--- config.mk ---
export PLATFORM = sky130hd
export DESIGN_NAME = rx_bitslip_word_align
export DESIGN_NICKNAME = d
export VERILOG_FILES = /design/src/rtl/rx_bitslip_word_align_pkg.sv /design/src/rtl/rx_bitslip_word_align.sv
export SDC_FILE = /design/constraint.sdc
export NUM_CORES = 1
export LEC_CHECK = 0
export CAP_MARGIN = 20
export CORE_MARGIN = 5
export CORE_UTILIZATION = 35
export CTS_CLUSTER_DIAMETER = 30
export CTS_CLUSTER_SIZE = 24
export DETAILED_ROUTE_END_ITERATION = 10
export PLACE_DENSITY_LB_ADDON = 0.12
export REMOVE_ABC_BUFFERS = 1
export SLEW_MARGIN = 20
export SYNTH_ARGS = -nofsm -noshare
export SYNTH_HDL_FRONTEND = slang
export SYNTH_SLANG_ARGS = --single-unit
--- constraint.sdc ---
create_clock -name SCLK -period 2.3 [get_ports SCLK]
set_input_delay 0.46 -clock SCLK [delete_from_list [all_inputs] [get_ports SCLK]]
set_output_delay 0.46 -clock SCLK [all_outputs]
set_load 0.05 [all_outputs]
--- src/rtl/rx_bitslip_word_align_pkg.sv ---
// ---------------------------------------------------------------------------
// rx_bitslip_word_align_pkg
//
// Purpose:
//   Shared definitions for the RX lane word-alignment logic. Holds the
//   alignment FSM state encoding, the default training word and a small
//   counter-width helper used to size the FSM counters.
//
// Contents:
//   align_state_e          FSM states ST_IDLE .. ST_FAIL
//   DEFAULT_TRAIN_PATTERN  training word as seen after bit-order reversal
//   clog2()                bits needed to hold values 0 .. value-1 (min 1)
// ---------------------------------------------------------------------------
package rx_bitslip_word_align_pkg;

  // Alignment FSM states.
  typedef enum logic [2:0] {
    ST_IDLE   = 3'd0,
    ST_CHECK  = 3'd1,
    ST_SLIP   = 3'd2,
    ST_WAIT   = 3'd3,
    ST_LOCKED = 3'd4,
    ST_FAIL   = 3'd5
  } align_state_e;

  // 8'h68 has eight distinct rotations, so exactly one bitslip offset
  // produces a match and the search can never lock on a wrong phase.
  localparam logic [7:0] DEFAULT_TRAIN_PATTERN = 8'h68;

  // Width needed to count from 0 up to value-1; never narrower than 1 bit
  // so that degenerate parameter values still give a legal vector.
  function automatic int clog2(input int value);
    int width;
    width = 1;
    while ((1 << width) < value) begin
      width = width + 1;
    end
    return width;
  endfunction

endpackage

--- src/rtl/rx_bitslip_word_align.sv ---
// ---------------------------------------------------------------------------
// rx_bitslip_word_align
//
// Purpose:
//   Sits after the per-lane bit-order reversal stage of the RX IOD bit-align
//   path. Looks for the training word in the deserialised stream and pulses
//   bitslip_o to the IOD until the training word has been seen MATCH_CNT
//   valid cycles in a row, then reports lock. If the word cannot be found
//   within MAX_SLIPS bitslips the lane is reported as failed. The data word
//   itself is forwarded with one cycle of latency regardless of FSM state.
//
// Ports:
//   SCLK          in   1  lane fabric clock (single clock domain)
//   RESETN        in   1  asynchronous active-low reset
//   train_start   in   1  one-cycle pulse, (re)starts alignment from any state
//   rx_data_i     in   8  word from the reversal stage
//   rx_valid_i    in   1  qualifier for rx_data_i
//   bitslip_o     out  1  one-cycle bitslip request to the IOD
//   aligned_o     out  1  lock achieved, held until train_start or reset
//   align_fail_o  out  1  slip budget exhausted, held until train_start/reset
//   slip_count_o  out  4  bitslips issued in the current attempt
//   rx_data_o     out  8  rx_data_i delayed one cycle
//   rx_valid_o    out  1  rx_valid_i delayed one cycle
// ---------------------------------------------------------------------------
module rx_bitslip_word_align
  import rx_bitslip_word_align_pkg::*;
#(
  parameter logic [7:0] TRAIN_PATTERN = DEFAULT_TRAIN_PATTERN,
  parameter int         MATCH_CNT     = 16,
  parameter int         SLIP_WAIT     = 8,
  parameter int         MAX_SLIPS     = 8
) (
  input  logic       SCLK,
  input  logic       RESETN,
  input  logic       train_start,
  input  logic [7:0] rx_data_i,
  input  logic       rx_valid_i,
  output logic       bitslip_o,
  output logic       aligned_o,
  output logic       align_fail_o,
  output logic [3:0] slip_count_o,
  output logic [7:0] rx_data_o,
  output logic       rx_valid_o
);

  // match_cnt has to reach MATCH_CNT itself; wait_cnt only runs up to
  // SLIP_WAIT-1 before handing back to CHECK.
  localparam int MATCH_W = clog2(MATCH_CNT + 1);
  localparam int WAIT_W  = clog2(SLIP_WAIT);

  localparam logic [MATCH_W-1:0] MATCH_LAST = MATCH_W'(MATCH_CNT - 1);
  localparam logic [WAIT_W-1:0]  WAIT_LAST  = WAIT_W'(SLIP_WAIT - 1);
  localparam logic [3:0]         SLIP_MAX   = 4'(MAX_SLIPS);

  align_state_e       state_q,      state_d;
  logic [MATCH_W-1:0] match_cnt_q,  match_cnt_d;
  logic [WAIT_W-1:0]  wait_cnt_q,   wait_cnt_d;
  logic [3:0]         slip_cnt_q,   slip_cnt_d;
  logic               bitslip_q,    bitslip_d;
  logic               aligned_q,    aligned_d;
  logic               align_fail_q, align_fail_d;
  logic [7:0]         rx_data_q;
  logic               rx_valid_q;

  // Next-state and output logic for the alignment search.
  // bitslip_d is raised on the CHECK->SLIP transition so that the
  // registered pulse is high exactly for the cycle the FSM sits in SLIP.
  // Because bitslip_d defaults to 0, a pulse already on the wire simply
  // ends after its single cycle even if train_start arrives at that moment.
  // train_start is tested before the state case so it overrides every
  // state, including the middle of a slip or a settle wait.
  always_comb begin
    state_d      = state_q;
    match_cnt_d  = match_cnt_q;
    wait_cnt_d   = wait_cnt_q;
    slip_cnt_d   = slip_cnt_q;
    bitslip_d    = 1'b0;
    aligned_d    = aligned_q;
    align_fail_d = align_fail_q;

    if (train_start) begin
      state_d      = ST_CHECK;
      match_cnt_d  = '0;
      wait_cnt_d   = '0;
      slip_cnt_d   = '0;
      aligned_d    = 1'b0;
      align_fail_d = 1'b0;
    end else begin
      case (state_q)
        ST_IDLE: begin
          state_d = ST_IDLE;
        end

        // Invalid cycles leave the match run untouched; only a valid
        // word can extend or break it.
        ST_CHECK: begin
          if (rx_valid_i) begin
            if (rx_data_i == TRAIN_PATTERN) begin
              match_cnt_d = match_cnt_q + 1'b1;
              if (match_cnt_q == MATCH_LAST) begin
                state_d   = ST_LOCKED;
                aligned_d = 1'b1;
              end
            end else begin
              match_cnt_d = '0;
              if (slip_cnt_q == SLIP_MAX) begin
                state_d      = ST_FAIL;
                align_fail_d = 1'b1;
              end else begin
                state_d   = ST_SLIP;
                bitslip_d = 1'b1;
              end
            end
          end
        end

        // The slip count only ever reaches SLIP_MAX through this state,
        // so holding at SLIP_MAX keeps slip_count_o saturating.
        ST_SLIP: begin
          if (slip_cnt_q != SLIP_MAX) begin
            slip_cnt_d = slip_cnt_q + 1'b1;
          end
          wait_cnt_d = '0;
          state_d    = ST_WAIT;
        end

        // The IOD needs time to settle after a slip, so SLIP_WAIT cycles
        // are spent here whatever rx_valid_i is doing. Together with the
        // SLIP cycle and at least one CHECK cycle this keeps consecutive
        // bitslip pulses SLIP_WAIT+2 or more cycles apart.
        ST_WAIT: begin
          if (wait_cnt_q == WAIT_LAST) begin
            state_d = ST_CHECK;
          end else begin
            wait_cnt_d = wait_cnt_q + 1'b1;
          end
        end

        // Payload follows training, so the data is no longer inspected.
        ST_LOCKED: begin
          aligned_d = 1'b1;
        end

        ST_FAIL: begin
          align_fail_d = 1'b1;
        end

        default: begin
          state_d      = ST_IDLE;
          match_cnt_d  = '0;
          wait_cnt_d   = '0;
          slip_cnt_d   = '0;
          aligned_d    = 1'b0;
          align_fail_d = 1'b0;
        end
      endcase
    end
  end

  // FSM state, counters and registered status flags. Reset is
  // asynchronous so a slip pulse in flight is cut off immediately.
  always_ff @(posedge SCLK or negedge RESETN) begin
    if (!RESETN) begin
      state_q      <= ST_IDLE;
      match_cnt_q  <= '0;
      wait_cnt_q   <= '0;
      slip_cnt_q   <= '0;
      bitslip_q    <= 1'b0;
      aligned_q    <= 1'b0;
      align_fail_q <= 1'b0;
    end else begin
      state_q      <= state_d;
      match_cnt_q  <= match_cnt_d;
      wait_cnt_q   <= wait_cnt_d;
      slip_cnt_q   <= slip_cnt_d;
      bitslip_q    <= bitslip_d;
      aligned_q    <= aligned_d;
      align_fail_q <= align_fail_d;
    end
  end

  // One-cycle data pipeline, independent of the alignment state.
  always_ff @(posedge SCLK or negedge RESETN) begin
    if (!RESETN) begin
      rx_data_q  <= '0;
      rx_valid_q <= 1'b0;
    end else begin
      rx_data_q  <= rx_data_i;
      rx_valid_q <= rx_valid_i;
    end
  end

  assign bitslip_o    = bitslip_q;
  assign aligned_o    = aligned_q;
  assign align_fail_o = align_fail_q;
  assign slip_count_o = slip_cnt_q;
  assign rx_data_o    = rx_data_q;
  assign rx_valid_o   = rx_valid_q;

endmodule
* Word level (Yosys, flattened, before mapping) *
Index checks and enable logic that the tools add are counted.

word-level totals
  register bits after elaboration = 27
  latch bits = 0
  RAM bits = 0
  ROM bits = 0
  output and inout bits = 16
  logic and storage cells = 82
  memories kept = 0

cells by class
  add/sub/neg operators = 3
  $mul = 0
  divide/modulo/power cells = 0
  magnitude comparators = 0
  equal/unequal tests = 25
  shifts and indexed selects = 0
  mux-type cells = 32
  bitwise operators = 0
  reduce and logical (&&, ||, !) cells = 13

operators by type and width
  operator                                                                  count
  3-bit 2-to-1 mux                                                          8
  3-bit inequality test (second input constant)                             8
  5-bit 2-to-1 mux                                                          3
  1-bit 2-to-1 mux                                                          13
  2-bit by 1-bit inequality test with 1-bit output (second input constant)  6
  3-bit one-hot mux with 4 select lines                                     1
  4-bit AND reduction                                                       3
  4-bit OR reduction                                                        3
  5-bit one-hot mux with 2 select lines                                     1
  5-bit OR reduction                                                        2
  3-bit equality test (second input constant)                               3
  8-bit by 7-bit equality test with 1-bit output (second input constant)    1
  4-bit 2-to-1 mux                                                          2
  4-bit inequality test (second input constant)                             2
  4-bit one-hot mux with 2 select lines                                     1
  3-bit by 2-bit equality test with 1-bit output (second input constant)    2
  1-bit one-hot mux with 3 select lines                                     2
  3-bit one-hot mux with 2 select lines                                     1
  2-bit AND reduction                                                       3
  5-bit by 1-bit adder with 5-bit output (second input constant)            1
  5-bit by 4-bit equality test with 1-bit output (second input constant)    1
  4-bit by 1-bit adder with 4-bit output (second input constant)            1
  4-bit equality test (second input constant)                               1
  3-bit by 1-bit adder with 3-bit output (second input constant)            1
  other kinds (3)                                                           3

* Logic depth before layout (Yosys ltp) *
Gate-level depths: netlist (run 1).

  depth in word-level cells = 6
  mapped depth = 7
  mapped depth without buffers = 7

* Worst setup path after synthesis (run 1) *
Ideal clock, no wire load.

  path type = reg2reg
  start point = reg slip_cnt_q[0] (netlist: slip_count_o[0])
  end point = reg slip_cnt_q[2] (netlist: slip_count_o[2])
  setup time = 96 ps
  data arrival time = 1,665 ps
  required time = 2,204 ps
  setup slack = 540 ps
  cell stages (with the launch flop) = 8
  clock period less this slack = 1,760 ps
  cells stage by stage = dfrtp_1 inv_1 ha_1 and3b_1 nor2_1 nand2_1 mux2i_1 o31ai_1

between the ends
  longest elaborated chain between the ends = 4

RTL lines
  what                                    line                          source
  start, declared                         rx_bitslip_word_align.sv:58   logic [3:0] slip_cnt_q, slip_cnt_d;
  start signal, assigned                  rx_bitslip_word_align.sv:175  slip_cnt_q <= slip_cnt_d;
  4-bit by 1-bit adder with 4-bit output  rx_bitslip_word_align.sv:121  slip_cnt_d = slip_cnt_q + 1'b1;
  4-bit 2-to-1 mux                        rx_bitslip_word_align.sv:120  if (slip_cnt_q != SLIP_MAX) begin
  4-bit one-hot mux with 2 select lines   rx_bitslip_word_align.sv:89   case (state_q)
  4-bit 2-to-1 mux                        rx_bitslip_word_align.sv:81   if (train_start) begin

Several ways; a longest one is shown, not always the timed one. The select of a mux whose other input is x is not followed.
A chain may end at the register's enable or synchronous reset.

* Final worst setup path (run 1) *
  start point = reg slip_cnt_q[2] (netlist: slip_count_o[2])
  end point = out slip_count_o[2]

RTL lines
  what           line                         source
  end, declared  rx_bitslip_word_align.sv:41  output logic [3:0] slip_count_o,

No word-level cell between the ends.

==> flow_metrics.py, run 1 <==
metrics = {
    "run_status": {
        "status": "finished, final reports clean",
    },
    "grt": {
        "grt.busiest_layer": "met2",
        "antenna_found_initial": 0,
        "grt_use_total_pct": 12.1,
        "grt_util_met3_pct": 3.09,
        "grt_start_max_net_pins": 28,
        "grt_pass1_vias": 1071,
        "grt_pass1_wl_um": 4940,
        "grt_overflow": 0,
        "use_met2_pct": 21.4,
        "global_route.usage.met1_pct": 14.0,
    },
    "floorplan": {
        "core-area_mm2": 0.00366,
        "die_w_um": 71.5,
        "rows": 22,
        "start_util_pct": 36.2,
        "boundaryPins": 28,
        "dieArea_mm2": 0.00512,
        "fp.dieH_um": 71.5,
    },
    "yosys": {
        "ys.flop_type": "dfrtp_1",
        "yosysTopAreaCellShare_pct": 51.0,
        "synth_cells": 127,
        "synth_cell_types": 39,
        "synth_seq_area_share_pct": 51.0,
        "ys_ff_latch": 27,
        "yosysTopAreaCell": "dfrtp_1",
        "synth_area_mm2": 0.00133,
        "synthArstFlopShare_pct": 100,
        "synth-edff-count": 0,
        "synth_area_per_cell_um2": 10.4,
        "yosysWarnings": 0,
        "post_synth_main_area_contributors": "dfrtp_1 51%, ha_1 5.7%, nor2_1 4.2%, a21oi_1 3.8%, nand2_1 2.8%",
    },
    "layout": {
        "layout.filler_cells": 341,
        "drive_gt1_share_pct": 10.3,
        "layout_common_cells": "27 x dfrtp_1, 27 x clkdlybuf4s50_1, 15 x nor2_1",
        "n_antenna_cell": 0,
        "final_nets": 175,
        "synthToLayoutAreaGrowth_pct": 28.3,
    },
    "setup_path": {
        "cpPeakStageDelay_ns": 0.84,
        "reg2reg_from": "wait_cnt_q[0]$_DFFE_PN0P_",
        "cp.buffers_inverters": 1,
        "r2r_slack_ns": 0.48,
        "crit_arrival_ns": 1.56,
        "cp_data_required_time_ns": 1.84,
        "cp_max_fo": 7,
        "rr_endpoint": "state_q[0]$_DFFE_PN0P_",
        "end_kind": "primary output",
        "worst_path_max_delay_cell": "clkdlybuf4s50_1",
        "crit_type": "flip-flop to primary output",
        "start_kind": "flip-flop",
        "crit_family": "buffers and inverters",
        "cp_cell_sequence": "clkdlybuf4s50_1",
        "reg2reg_depth": 7,
    },
    "routing": {
        "drt_iter0_drc": 52,
        "dr.pass1.iters": 4,
        "drcViolationCount": 0,
        "ant_nets": 0,
        "avgViaCountPerCell": 5.11,
        "drt_wl_total_um": 2860,
        "routedWlPerCell_um": 14.0,
        "vias": 1042,
    },
    "clocking": {
        "cts_max_level": 1,
        "clock_path_buffers": 2,
        "insertion_delay_ns": 0.28,
        "cts_root_buf": "clkbuf_8",
        "path_clk_slew_ns": 0.09,
        "cts_tree": "done",
        "cts_hold_buf": 0,
        "post_cts_buffers": 0,
        "post_cts_resized": 0,
        "cts_sinks": 27,
        "cts_made_buffers": 3,
    },
    "sta": {
        "setup_viol": 0,
        "fin_hold_ws_ns": 0.481,
        "rsz0062_at_grt": "no",
        "min_period_over_period_pct": 87.8,
        "slew_viol_final": 0,
        "setup-tns-final_ns": 0,
        "tightestPinTransition_ns": 0.502,
        "hold_viol": 0,
        "fmax_mhz": 495,
        "min_period_ns": 2.02,
        "slew_headroom_pct": 66.4,
        "fin_skew_ns": 0.00106,
    },
    "min_path": {
        "hold_path_class": "flip-flop to flip-flop",
        "whs_path_depth": 2,
        "holdPathEnd": "match_cnt_q[4]$_DFFE_PN0P_",
        "hold_path.startpoint": "match_cnt_q[4]$_DFFE_PN0P_",
    },
    "place": {
        "io_buffers": 27,
        "dp_hpwl_um": 2140,
        "place.gp.congestion": 0.763,
    },
    "power_and_ir_drop": {
        "switching_share_pct": 31.8,
        "pwr-share-comb_pct": 23.2,
        "switchingPower_w": 0.000337,
        "ir_drop_v": 0.000364,
        "p_per_area_mw_per_mm2": 623,
        "power.clock.fraction_pct": 26.1,
        "p_seq_share_pct": 50.6,
        "p_int_w": 0.000722,
        "total_leakage_power_nw": 0.751,
    },
    "run": {
        "maxCapViolCount": 0,
    },
}
==> state kept, by name, indices dropped and copies added, names as in the netlist <==
name / flops
rx_data_o: 8
match_cnt_q: 5
slip_count_o: 4
state_q: 3
wait_cnt_q: 3
align_fail_o: 1
aligned_o: 1
bitslip_o: 1
rx_valid_o: 1
==> synth_stat cells (all sizes together), types with 2 or more instances <==
| master | n |
|---|---|
| nor2 | 16 |
| buf | 4 |
| a22oi | 3 |
| dfrtp | 27 |
| nor4b | 2 |
| mux2i | 3 |
| o21ai | 8 |
| o31ai | 2 |
| nor3 | 2 |
| ha | 6 |
| a21oi | 10 |
| and4bb | 2 |
| nand3 | 3 |
| nor2b | 4 |
| inv | 7 |
| nand2 | 11 |
==> stage by stage <==
stage | cell area (um^2) | power, W | utilization, % | setup slack, ns | instances
floorplan | 1310 | 0.000695 | - | 0.539 | 123
global placement | 1650 | 0.000791 | 45.1 | 0.200 | 200
detailed placement | 1650 | 0.000793 | 45.1 | 0.173 | 200
CTS | 1700 | 0.00107 | 46.4 | 0.260 | 204
global route | 1700 | 0.00112 | 46.4 | 0.210 | 204
finish | 1700 | 0.00106 | 46.4 | 0.279 | 204
==> power by group through the flow <==
stage	Combinational, W	Sequential (W)	Clock, W
floorplan	0.000106	0.000589	0
global placement	0.000246	0.000545	0
detailed placement	0.000248	0.000545	0
CTS	0.000249	0.000536	0.000288
global route	0.000270	0.000542	0.000311
finish	0.000246	0.000536	0.000277
==> final cells by class <==
type / instances / area, um^2 / area share, %
inverters: 7 / 26.3 / 1.55
clock inverters: 1 / 7.51 / 0.442
repair buffers: 29 / 285 / 16.8
well taps: 48 / 60.1 / 3.53
clock buffers: 3 / 41.3 / 2.43
multi-input cells: 89 / 604 / 35.5
flip-flops and latches: 27 / 676 / 39.7
==> cell families after synthesis <==
family | count (synthesis) | synth area share (%)
flops | 27 | 51.0
compound gates | 31 | 16.1
buf+inv | 11 | 3.40
simple gates | 48 | 20.7
mux | 4 | 3.12
fa+ha+maj | 6 | 5.67
==> how the worst max path moves through the flow <==
stage	from	depth (start not counted)	slack, ns	to
3_5_place_dp	rx_data_i[1]	6	0.17	state_q[2]$_DFFE_PN0P_
2_1_floorplan	slip_count_o[0]$_DFFE_PN0P_	7	0.54	slip_count_o[2]$_DFFE_PN0P_
6_report	slip_count_o[2]$_DFFE_PN0P_	1	0.28	slip_count_o[2]
4_1_cts	slip_count_o[2]$_DFFE_PN0P_	1	0.26	slip_count_o[2]
5_1_grt	slip_count_o[2]$_DFFE_PN0P_	1	0.21	slip_count_o[2]
3_3_place_gp	rx_data_i[1]	6	0.20	state_q[2]$_DFFE_PN0P_
==> per-layer routing <==
layer  share of wire, %  routed length (um)
met3                2.9                  83
met5                  0                   0
met1                 43                1230
met2                 53                1500
met4                1.3                  36
(Power assumes the default switching activity.)
==> run 2: changes to the inputs <==
--- a/config.mk
+++ b/config.mk
@@ -13,6 +13,7 @@
 export DETAILED_ROUTE_END_ITERATION = 10
 export PLACE_DENSITY_LB_ADDON = 0.12
 export REMOVE_ABC_BUFFERS = 1
+export SETUP_SLACK_MARGIN = 0.4
 export SLEW_MARGIN = 20
 export SYNTH_ARGS = -nofsm -noshare
 export SYNTH_HDL_FRONTEND = slang
==> run 2 against run 1 <==
- register-to-register slack better by 0.09 ns
- sequential cell count stayed put
- sequential power is essentially flat
- fmax up 9.7%
- clock power about the same
- first-iteration DRC count increased by 1.9%
- sequential share of layout area down 0.94 points
- die area unchanged
- combinational power about the same
==> flow_metrics.py, run 2 (same netlist as run 1, synthesis figures left out) <==
metrics = {
    "run_status": {
        "status": "finished, final reports clean",
    },
    "floorplan": {
        "boundaryPins": 28,
        "die_w_um": 71.5,
        "fp.dieH_um": 71.5,
        "dieArea_mm2": 0.00512,
        "rows": 22,
        "start_util_pct": 36.2,
        "core-area_mm2": 0.00366,
    },
    "clocking": {
        "clock_path_buffers": 2,
        "path_clk_slew_ns": 0.09,
        "cts_made_buffers": 3,
        "insertion_delay_ns": 0.28,
        "cts_tree": "done",
        "cts_max_level": 1,
        "cts_sinks": 27,
        "cts_root_buf": "clkbuf_8",
        "cts_hold_buf": 0,
    },
    "setup_path": {
        "end_kind": "flip-flop",
        "crit_arrival_ns": 2.05,
        "worst_path_max_delay_cell": "clkdlybuf4s50_1",
        "start_kind": "input pin",
        "cpPeakStageDelay_ns": 0.55,
        "cp.buffers_inverters": 1,
        "crit_family": "simple AND/OR/NAND/NOR gates",
        "cp_max_fo": 6,
        "cp_cell_sequence": "clkdlybuf4s50_1 > nor4b_1 > nand3_1 > nor2_1 > nand2_1 > o21ai_1",
        "crit_type": "input pin to flip-flop",
        "cp_data_required_time_ns": 2.51,
    },
    "routing": {
        "ant_nets": 0,
        "routedWlPerCell_um": 14.1,
        "vias": 1058,
        "drcViolationCount": 0,
        "drt_wl_total_um": 2910,
        "dr.pass1.iters": 4,
        "avgViaCountPerCell": 5.14,
        "drt_iter0_drc": 53,
    },
    "sta": {
        "slew_viol_final": 0,
        "setup-tns-final_ns": 0,
        "hold_viol": 0,
        "tightestPinTransition_ns": 0.511,
        "rsz0062_at_grt": "yes",
        "slew_headroom_pct": 65.9,
        "min_period_ns": 1.84,
        "fmax_mhz": 543,
        "min_period_over_period_pct": 80.1,
        "fin_skew_ns": 0.000877,
        "setup_viol": 0,
    },
    "grt": {
        "grt_pass1_wl_um": 4940,
        "grt_overflow": 0,
        "antenna_found_initial": 0,
        "grt_pass1_vias": 1071,
        "grt_use_total_pct": 12.1,
        "grt_start_max_net_pins": 28,
    },
    "layout": {
        "drive_gt1_share_pct": 12.7,
        "layout_common_cells": "27 x dfrtp_1, 15 x nor2_1, 11 x clkdlybuf4s50_1",
        "synthToLayoutAreaGrowth_pct": 31.4,
        "final_area_mm2": 0.00174,
        "n_antenna_cell": 0,
        "layout_commonest_cell": "dfrtp_1",
        "final_nets": 177,
        "finalNonFillerCells": 206,
        "largest_reg_flops": 8,
    },
    "power_and_ir_drop": {
        "p_seq_share_pct": 50.6,
        "total_leakage_power_nw": 0.890,
        "switchingPower_w": 0.000338,
        "p_per_area_mw_per_mm2": 608,
        "switching_share_pct": 31.9,
        "p_int_w": 0.000721,
        "pwr-share-comb_pct": 23.3,
        "ir_drop_v": 0.000368,
        "power.clock.fraction_pct": 26.1,
    },
    "min_path": {
        "hold_path_class": "flip-flop to flip-flop",
    },
    "place": {
        "dp_hpwl_um": 2140,
        "place_area_mm2": 0.00165,
        "io_buffers": 27,
        "dp.cells": 200,
        "place.gp.congestion": 0.763,
    },
    "run": {
        "maxCapViolCount": 0,
    },
}
[run 2: timing repair]
action / 4_1_cts / 5_1_grt
setup buffers: 0 / 2
gates resized for setup: 6 / 13
endpoints found under the setup margin: 6 / 13
pin swaps: 0 / 1
[run 2: metal layers]
layer  vias up  global-route usage (%)  routed length, um
li1        513                       -                  -
met3         5                    3.09                109
met2        22                    21.4               1550
met1       518                    14.0               1210
met4         0                    4.38                 36
met5         -                       0                  0
[run 2: area by class of cell]
type,instances,area (um^2)
clock inverter,1,7.51
fill,342,1920
inverter,7,26.3
timing repair buffer,31,318
multi-input combinational,89,613
sequential,27,676
clock buffer,3,41.3
tap,48,60.1
[run 2: worst min-delay path, stage by stage (launching register included)]
cell and delay, ns:
dfrtp_1 0.35, nand2_1 0.05, o31ai_1 0.05
[run 2: final timing paths]
path | start | end | slack (ns) | depth (start not counted)
min in group asynchronous | RESETN | match_cnt_q[3]$_DFFE_PN0P_ | 0.54 | 2
min | match_cnt_q[4]$_DFFE_PN0P_ | match_cnt_q[4]$_DFFE_PN0P_ | 0.48 | 2
max in group asynchronous | RESETN | aligned_o$_DFFE_PN0P_ | 1.50 | 2
min reg2reg | match_cnt_q[4]$_DFFE_PN0P_ | match_cnt_q[4]$_DFFE_PN0P_ | 0.48 | 2
max | train_start | match_cnt_q[2]$_DFFE_PN0P_ | 0.46 | 6
max reg2reg | match_cnt_q[0]$_DFFE_PN0P_ | state_q[2]$_DFFE_PN0P_ | 0.57 | 6
[run 2: stage by stage]
step	hold WS, ns	worst slack (ns)	utilization [%]	power, W
after floorplan	0.164	0.539	-	0.000695
after global placement	0.473	0.200	45.1	0.000791
after detailed placement	0.467	0.173	45.1	0.000793
after CTS	0.488	0.406	46.2	0.00107
after global routing	0.505	0.362	47.6	0.00113
final	0.481	0.458	47.6	0.00106
[run 2: power groups by stage]
stage | clock (W) | combinational (W) | sequential, W
after floorplan | 0 | 0.000106 | 0.000589
after CTS | 0.000288 | 0.000245 | 0.000535
after global placement | 0 | 0.000246 | 0.000545
after global routing | 0.000311 | 0.000272 | 0.000542
after detailed placement | 0 | 0.000248 | 0.000545
final | 0.000276 | 0.000247 | 0.000536
